--- src/rtl/core_sequencer.sv ---
// Multi-cycle RV32I control FSM: fetch/decode/exec/mem/wb, 4 cycles ALU, 5 load/store plus ack waits.
// Stalls on imem/dmem ack with a bus timeout to ERR; perf counters need SEQ_PERF_CNT_EN.
module core_sequencer #(
   parameter int MEM_TIMEOUT = 255,
   parameter int CNT_W       = 32
) (
   input  logic             clk,
   input  logic             rst,
   input  logic             run,
   output logic             imem_req,
   input  logic             imem_ack,
   output logic             ir_we,
   input  logic             is_load,
   input  logic             is_store,
   input  logic             is_halt,
   input  logic             reg_we,
   input  logic             br_taken,
   output logic             dmem_req,
   output logic             dmem_we,
   input  logic             dmem_ack,
   output logic             mdr_we,
   output logic             rf_we,
   output logic             wb_sel,
   output logic             pc_we,
   output logic             pc_sel,
   output logic             retire,
   output logic             halted,
   output logic             error,
   output logic [2:0]       state_o,
   output logic [CNT_W-1:0] cycle_cnt,
   output logic [CNT_W-1:0] instret_cnt
);

   typedef enum logic [2:0] {
      S_IDLE   = 3'd0,
      S_FETCH  = 3'd1,
      S_DECODE = 3'd2,
      S_EXEC   = 3'd3,
      S_MEM    = 3'd4,
      S_WB     = 3'd5,
      S_HALT   = 3'd6,
      S_ERR    = 3'd7
   } state_t;

   localparam int             TO_W   = (MEM_TIMEOUT > 1) ? $clog2(MEM_TIMEOUT + 1) : 1;
   localparam logic [TO_W-1:0] TO_MAX = TO_W'(MEM_TIMEOUT);

   state_t          state_q, state_d;
   logic            load_q, load_d;
   logic            store_q, store_d;
   logic            regwe_q, regwe_d;
   logic            br_q, br_d;
   logic [TO_W-1:0] to_q, to_d, to_inc;
   logic            timed_out;

   // Saturating wait counter; an ack in the limit cycle still wins over the timeout.
   assign to_inc    = (to_q == '1) ? to_q : to_q + 1'b1;
   assign timed_out = (MEM_TIMEOUT != 0) && (to_q == TO_MAX);

   always_ff @(posedge clk) begin
      if (rst) begin
         state_q <= S_IDLE;
         load_q  <= 1'b0;
         store_q <= 1'b0;
         regwe_q <= 1'b0;
         br_q    <= 1'b0;
         to_q    <= '0;
      end else begin
         state_q <= state_d;
         load_q  <= load_d;
         store_q <= store_d;
         regwe_q <= regwe_d;
         br_q    <= br_d;
         to_q    <= to_d;
      end
   end

   always_comb begin
      state_d = state_q;
      load_d  = load_q;
      store_d = store_q;
      regwe_d = regwe_q;
      br_d    = br_q;
      to_d    = '0;
      case (state_q)
         S_IDLE:   if (run) state_d = S_FETCH;
         S_FETCH: begin
            if (imem_ack)       state_d = S_DECODE;
            else if (timed_out) state_d = S_ERR;
            else                to_d    = to_inc;
         end
         S_DECODE: begin
            load_d  = is_load;
            store_d = is_store;
            regwe_d = reg_we;
            if (is_halt)                  state_d = S_HALT;
            else if (is_load && is_store) state_d = S_ERR;
            else                          state_d = S_EXEC;
         end
         S_EXEC: begin
            br_d    = br_taken;
            state_d = (load_q || store_q) ? S_MEM : S_WB;
         end
         S_MEM: begin
            if (dmem_ack)       state_d = S_WB;
            else if (timed_out) state_d = S_ERR;
            else                to_d    = to_inc;
         end
         S_WB:     state_d = run ? S_FETCH : S_IDLE;
         default:  state_d = state_q;
      endcase
   end

   // Reset forces every output low in the same cycle, even mid-access.
   always_comb begin
      imem_req = 1'b0;
      ir_we    = 1'b0;
      dmem_req = 1'b0;
      dmem_we  = 1'b0;
      mdr_we   = 1'b0;
      rf_we    = 1'b0;
      wb_sel   = 1'b0;
      pc_we    = 1'b0;
      pc_sel   = 1'b0;
      retire   = 1'b0;
      halted   = 1'b0;
      error    = 1'b0;
      state_o  = 3'd0;
      if (!rst) begin
         state_o = state_q;
         case (state_q)
            S_FETCH: begin
               imem_req = 1'b1;
               ir_we    = imem_ack;
            end
            S_MEM: begin
               dmem_req = 1'b1;
               dmem_we  = store_q;
               mdr_we   = dmem_ack && load_q;
            end
            S_WB: begin
               rf_we  = regwe_q;
               wb_sel = load_q;
               pc_we  = 1'b1;
               pc_sel = br_q;
               retire = 1'b1;
            end
            S_HALT:  halted = 1'b1;
            S_ERR:   error  = 1'b1;
            default: ;
         endcase
      end
   end

`ifdef SEQ_PERF_CNT_EN
   logic [CNT_W-1:0] cyc_q, ret_q;

   always_ff @(posedge clk) begin
      if (rst) begin
         cyc_q <= '0;
         ret_q <= '0;
      end else begin
         if (state_q inside {S_FETCH, S_DECODE, S_EXEC, S_MEM, S_WB}) cyc_q <= cyc_q + 1'b1;
         if (state_q == S_WB) ret_q <= ret_q + 1'b1;
      end
   end

   assign cycle_cnt   = cyc_q;
   assign instret_cnt = ret_q;
`else
   assign cycle_cnt   = '0;
   assign instret_cnt = '0;
`endif

endmodule
--- config.mk ---
export PLATFORM = sky130hd
export DESIGN_NAME = core_sequencer
export DESIGN_NICKNAME = d
export VERILOG_FILES = /design/src/rtl/core_sequencer.sv
export SDC_FILE = /design/constraint.sdc
export NUM_CORES = 1
export LEC_CHECK = 0
export CAP_MARGIN = 10
export CORE_AREA = 2 2 62 64
export DETAILED_ROUTE_END_ITERATION = 12
export DIE_AREA = 0 0 64 66
export PLACE_DENSITY = 0.83
export SLEW_MARGIN = 15
export SYNTH_ARGS = -nofsm -noshare
export SYNTH_HDL_FRONTEND = slang
export SYNTH_SLANG_ARGS = --single-unit
--- constraint.sdc ---
create_clock -name clk -period 4.35 [get_ports clk]
set_clock_uncertainty 0.05 [all_clocks]
set_input_delay 1.0875 -clock clk [delete_from_list [all_inputs] [get_ports clk]]
set_output_delay 1.0875 -clock clk [all_outputs]
set_load 0.02 [all_outputs]
==> Word level (Yosys, flattened, before mapping) <==
Index checks and enable logic that the tools add are counted.
{ "classes": {"add_sub_neg": 1, "eq_ne": 9, "muxes": 36, "n_reduce_logical": 6} }
{ "op_table": {"columns": ["op", "n"], "rows": [
  ["1-bit 2-to-1 mux", 24],
  ["8-bit 2-to-1 mux", 3],
  ["3-bit 2-to-1 mux", 7],
  ["3-bit one-hot mux with 6 select lines", 1],
  ["8-bit one-hot mux with 2 select lines", 1],
  ["3-bit == test, second input constant", 4],
  ["8-bit by 1-bit adder with 8-bit output, second input constant", 1],
  ["8-bit == test, second input constant", 1],
  ["3-bit by 2-bit == test with 1-bit output, second input constant", 2],
  ["6-bit nonzero test", 1],
  ["3-bit by 1-bit == test with 1-bit output, second input constant", 1],
  ["3-bit zero test", 1],
  ["1-bit logical AND", 2],
  ["2-bit inequality test, second input constant", 1],
  ["2-bit AND reduction", 1],
  ["1-bit logical OR", 1]
]} }
{ "word_totals": {"register_bits": 15, "inputBits": 10} }

==> Depth between registers and ports, before layout <==
{ "logic_depth": {"ltp_word": 4, "mapped_depth": 5, "depth_no_buf": 4} }

==> Worst setup path before layout <==
No wires, ideal clock.
{ "synth_path": {"kind": "input to output", "start": "input rst", "end": "output pc_sel", "arrival_time_ps": 2192, "slack_ps": 1021, "path_stages": 3, "path_cell_list": "nand2b_1 -> nor3_1 -> and2_1"} }
{ "synth_via": {"elab_chain_len": 1} }
{ "synth_lines": {"columns": ["item", "line", "rtl"], "rows": [
  ["start: declaration", "8", "input logic rst,"],
  ["1-bit 2-to-1 mux", "129", "if (!rst) begin"],
  ["end: declaration", "25", "output logic pc_sel,"]
]} }
No other way between the ends.

==> Worst setup path in the final report <==
{ "layout_path": {"start": "input rst", "end": "output wb_sel"} }
{ "layout_via": {"elab_chain_len": 1} }
{ "layout_lines": {"columns": ["item", "line", "rtl"], "rows": [
  ["1-bit 2-to-1 mux", "129", null],
  ["end: declaration", "23", "output logic wb_sel,"]
]} }
No other way between the ends.

==> results.toml <==
[run_status]
status = "finished clean"

[place]
hpwl_mm = 1.67
port_buffers = 24
placed_cells = 237
place.gp.congestion = 0.807

[power]
p_int_mw = 0.191
power_density_nw_per_um2 = 222
clkPwrFrac_pct = 25.9
ir_drop_mv = 0.0866
p_switching_mw = 0.112
p_leak_nw = 0.612
p_seq_share_pct = 47.5
netSwitchingFraction_pct = 36.8
pwr-share-comb_pct = 26.5

[global_route]
first_global_vias = 787
grt_start_max_net_pins = 17
grt_pass1_wl_mm = 3.24
track_usage_pct = 9.88
grt_antenna_before_repair = 0
grt-ovfl-total = 0

[critical_path]
crit_top_cell = "clkdlybuf4s50_1"
crit_family = "buffers and inverters"
crit_arrival_ns = 2.84
rrSetupSlack_ns = 2.59
critPathBufInv = 2
startpoint_type = "input port"
end_kind = "output pin"
reg2reg_to = "state_q[0]$_SDFFE_PP0P_"
critPathMaxFanout = 5
worstRegToRegCells = 4
slowest_stage = "clkdlybuf4s50_1"
crit_chain = "clkdlybuf4s50_1 > nand2b_1 > nor3_1 > and2_1 > clkdlybuf4s50_1"
cp.required_ns = 3.21
slowest_delay_ns = 0.59
worstReg2RegStart = "state_q[2]$_SDFFE_PP0P_"
critPathKind = "input port to output pin"

[timing]
fmax_mhz = 252
fin_crit_sh_pct = 91.3
slew_headroom_pct = 66.0
drv_slew = 0
worst_slew_pin_slew_ns = 0.497
finalSetupViolations = 0
hold_violations = 0
fin_tns_setup_ns = 0
rsz0062_at_grt = "false"
timing.final.crit_period_ns = 3.97

[yosys]
yosysTopAreaCell = "buf_4"
synth_area_um2 = 1300
synth_commonest_cells = "65 x buf_4, 15 x dfxtp_1, 15 x nor2_1"
netlist_instances = 170
synthArstFlopShare_pct = 0
synth_edf_count = 0
ys_types = 32
netlist_top_cells_area = "buf_4 38%, dfxtp_1 23%, nor2_1 4.3%"
seq_area_frac_synth_pct = 23.1
yosys.area.top_type_share_pct = 37.6
yosysMostFrequentCell = "buf_4"
synth-seq-cells = 15
synth.avg_cell_area_um2 = 7.64
yosys_most_used_dff = "dfxtp_1"
ys_warn_count = 0

[final_layout]
fin_util_pct = 38.5
nets = 205
area_growth_pct = 5.20
diodes = 0
layout.cells.non_filler = 241
drive_gt1_share_pct = 4.66

[clock_tree]
ctsResizeCount = 0
cts.path.max_buffers = 2
h-tree-depth = 1
cts-root-buf = "clkbuf_4"
clkTransAtPathRegs_ns = 0.08
cts_tree = "yes"
hold_buffers = 0
clk_latency_ns = 0.28
clock_sinks = 15
post_cts_buffers = 0
cts-buffers-inserted = 3

[routing]
detail_route.first_pass.iterations = 4
routedWlPerCell_um = 8.70
initialDrtViolationCount = 69
via_per_inst = 3.91
route.vias.total = 943
route.final.wire_length_mm = 2.10
drc_errors = 0
ant_nets = 0

[floorplan]
die_area_um2 = 4220
fp-row-count = 22
core_area_um2 = 3550
start_util_pct = 36.6
io_pins = 89
die_w_um = 64
fp.dieH_um = 66

[worst_hold_path]
hold_path_end = "br_q$_SDFFE_PP0P_"
hold_depth = 2
hp-class = "flip-flop to flip-flop"
min-delay-start = "br_q$_SDFFE_PP0P_"

[run]
cap_violations = 0
-- worst max-delay path by stage --
stage	from	to	slack [ns]	cells after the start
after floorplan	rst	pc_sel	1.02	3
after global placement	rst	wb_sel	0.42	5
after detailed placement	rst	wb_sel	0.37	5
after CTS	rst	wb_sel	0.36	5
after global routing	rst	pc_sel	0.20	5
final	rst	wb_sel	0.38	5
-- area by class of cell --
| cell class | instances | area [um^2] |
|---|---|---|
| clock buffer | 4 | 26.3 |
| sequential | 15 | 300 |
| tap | 48 | 60.1 |
| fill | 392 | 2180 |
| timing repair buffer | 25 | 248 |
| multi-input combinational | 144 | 713 |
| inverter | 5 | 18.8 |
-- flip-flops by register name, indices dropped and copies added, names as in the netlist --
signal and flops:
br_q 1, state_q 3, load_q 1, to_q 8, regwe_q 1, store_q 1
-- cell usage in the layout (no fill, tap or decap), types with 3 or more instances in the layout --
master	netlist	routed
nand3_1	4	4
nand2_1	10	10
o21ai_0	5	5
nand2b_1	3	3
inv_1	5	5
a21oi_1	6	6
and3_1	4	4
xor2_1	5	5
dfxtp_1	15	15
nor2_1	15	15
nor3_1	5	5
clkdlybuf4s50_1	0	24
conb_1	1	64
clkbuf_4	0	3
and2_1	4	4
-- layer usage --
metal  GRT usage (%)  wire [um]  up-vias
met5               0          0        -
met1            10.8        849      408
met4            6.25         37        0
li1                -          -      477
met2            16.4        998       54
met3            3.41        212        4
-- power by group through the flow --
stage                     Sequential [mW]  Combinational (mW)  Clock, mW
after floorplan                     0.144               0.110          0
after global placement              0.147              0.0789          0
after detailed placement            0.147              0.0792          0
after CTS                           0.144              0.0795     0.0817
after global routing                0.145              0.0869     0.0881
final                               0.144              0.0804     0.0786
-- metrics by stage --
| step | setup WS, ns | instance area (um^2) | power (mW) | hold slack, ns |
|---|---|---|---|---|
| floorplan | 1.02 | 1540 | 0.254 | 0.382 |
| global placement | 0.421 | 1340 | 0.226 | 0.389 |
| detailed placement | 0.371 | 1340 | 0.226 | 0.408 |
| CTS | 0.356 | 1370 | 0.305 | 0.421 |
| global route | 0.201 | 1370 | 0.320 | 0.459 |
| finish | 0.376 | 1370 | 0.303 | 0.414 |
-- cells by family (layout without fill, tap and decap cells) --
| family | after synthesis | after routing | share of synthesized area, % |
|---|---|---|---|
| AND/OR/NAND/NOR | 55 | 55 | 22.4 |
| flip-flops | 15 | 15 | 23.1 |
| XOR/XNOR | 6 | 6 | 4.05 |
| other | 1 | 64 | 0.289 |
| AO/OA/AOI/OAI | 18 | 18 | 9.06 |
| buffers and inverters | 74 | 34 | 40.2 |
| adder cells (fa/ha/maj) | 1 | 1 | 0.963 |
-- tightest hold or removal path, stage by stage (launching register included) --
cell and delay (ns):
dfxtp_1 0.32, nand2_1 0.05, a21oi_1 0.06
(Power assumes the default switching activity.)
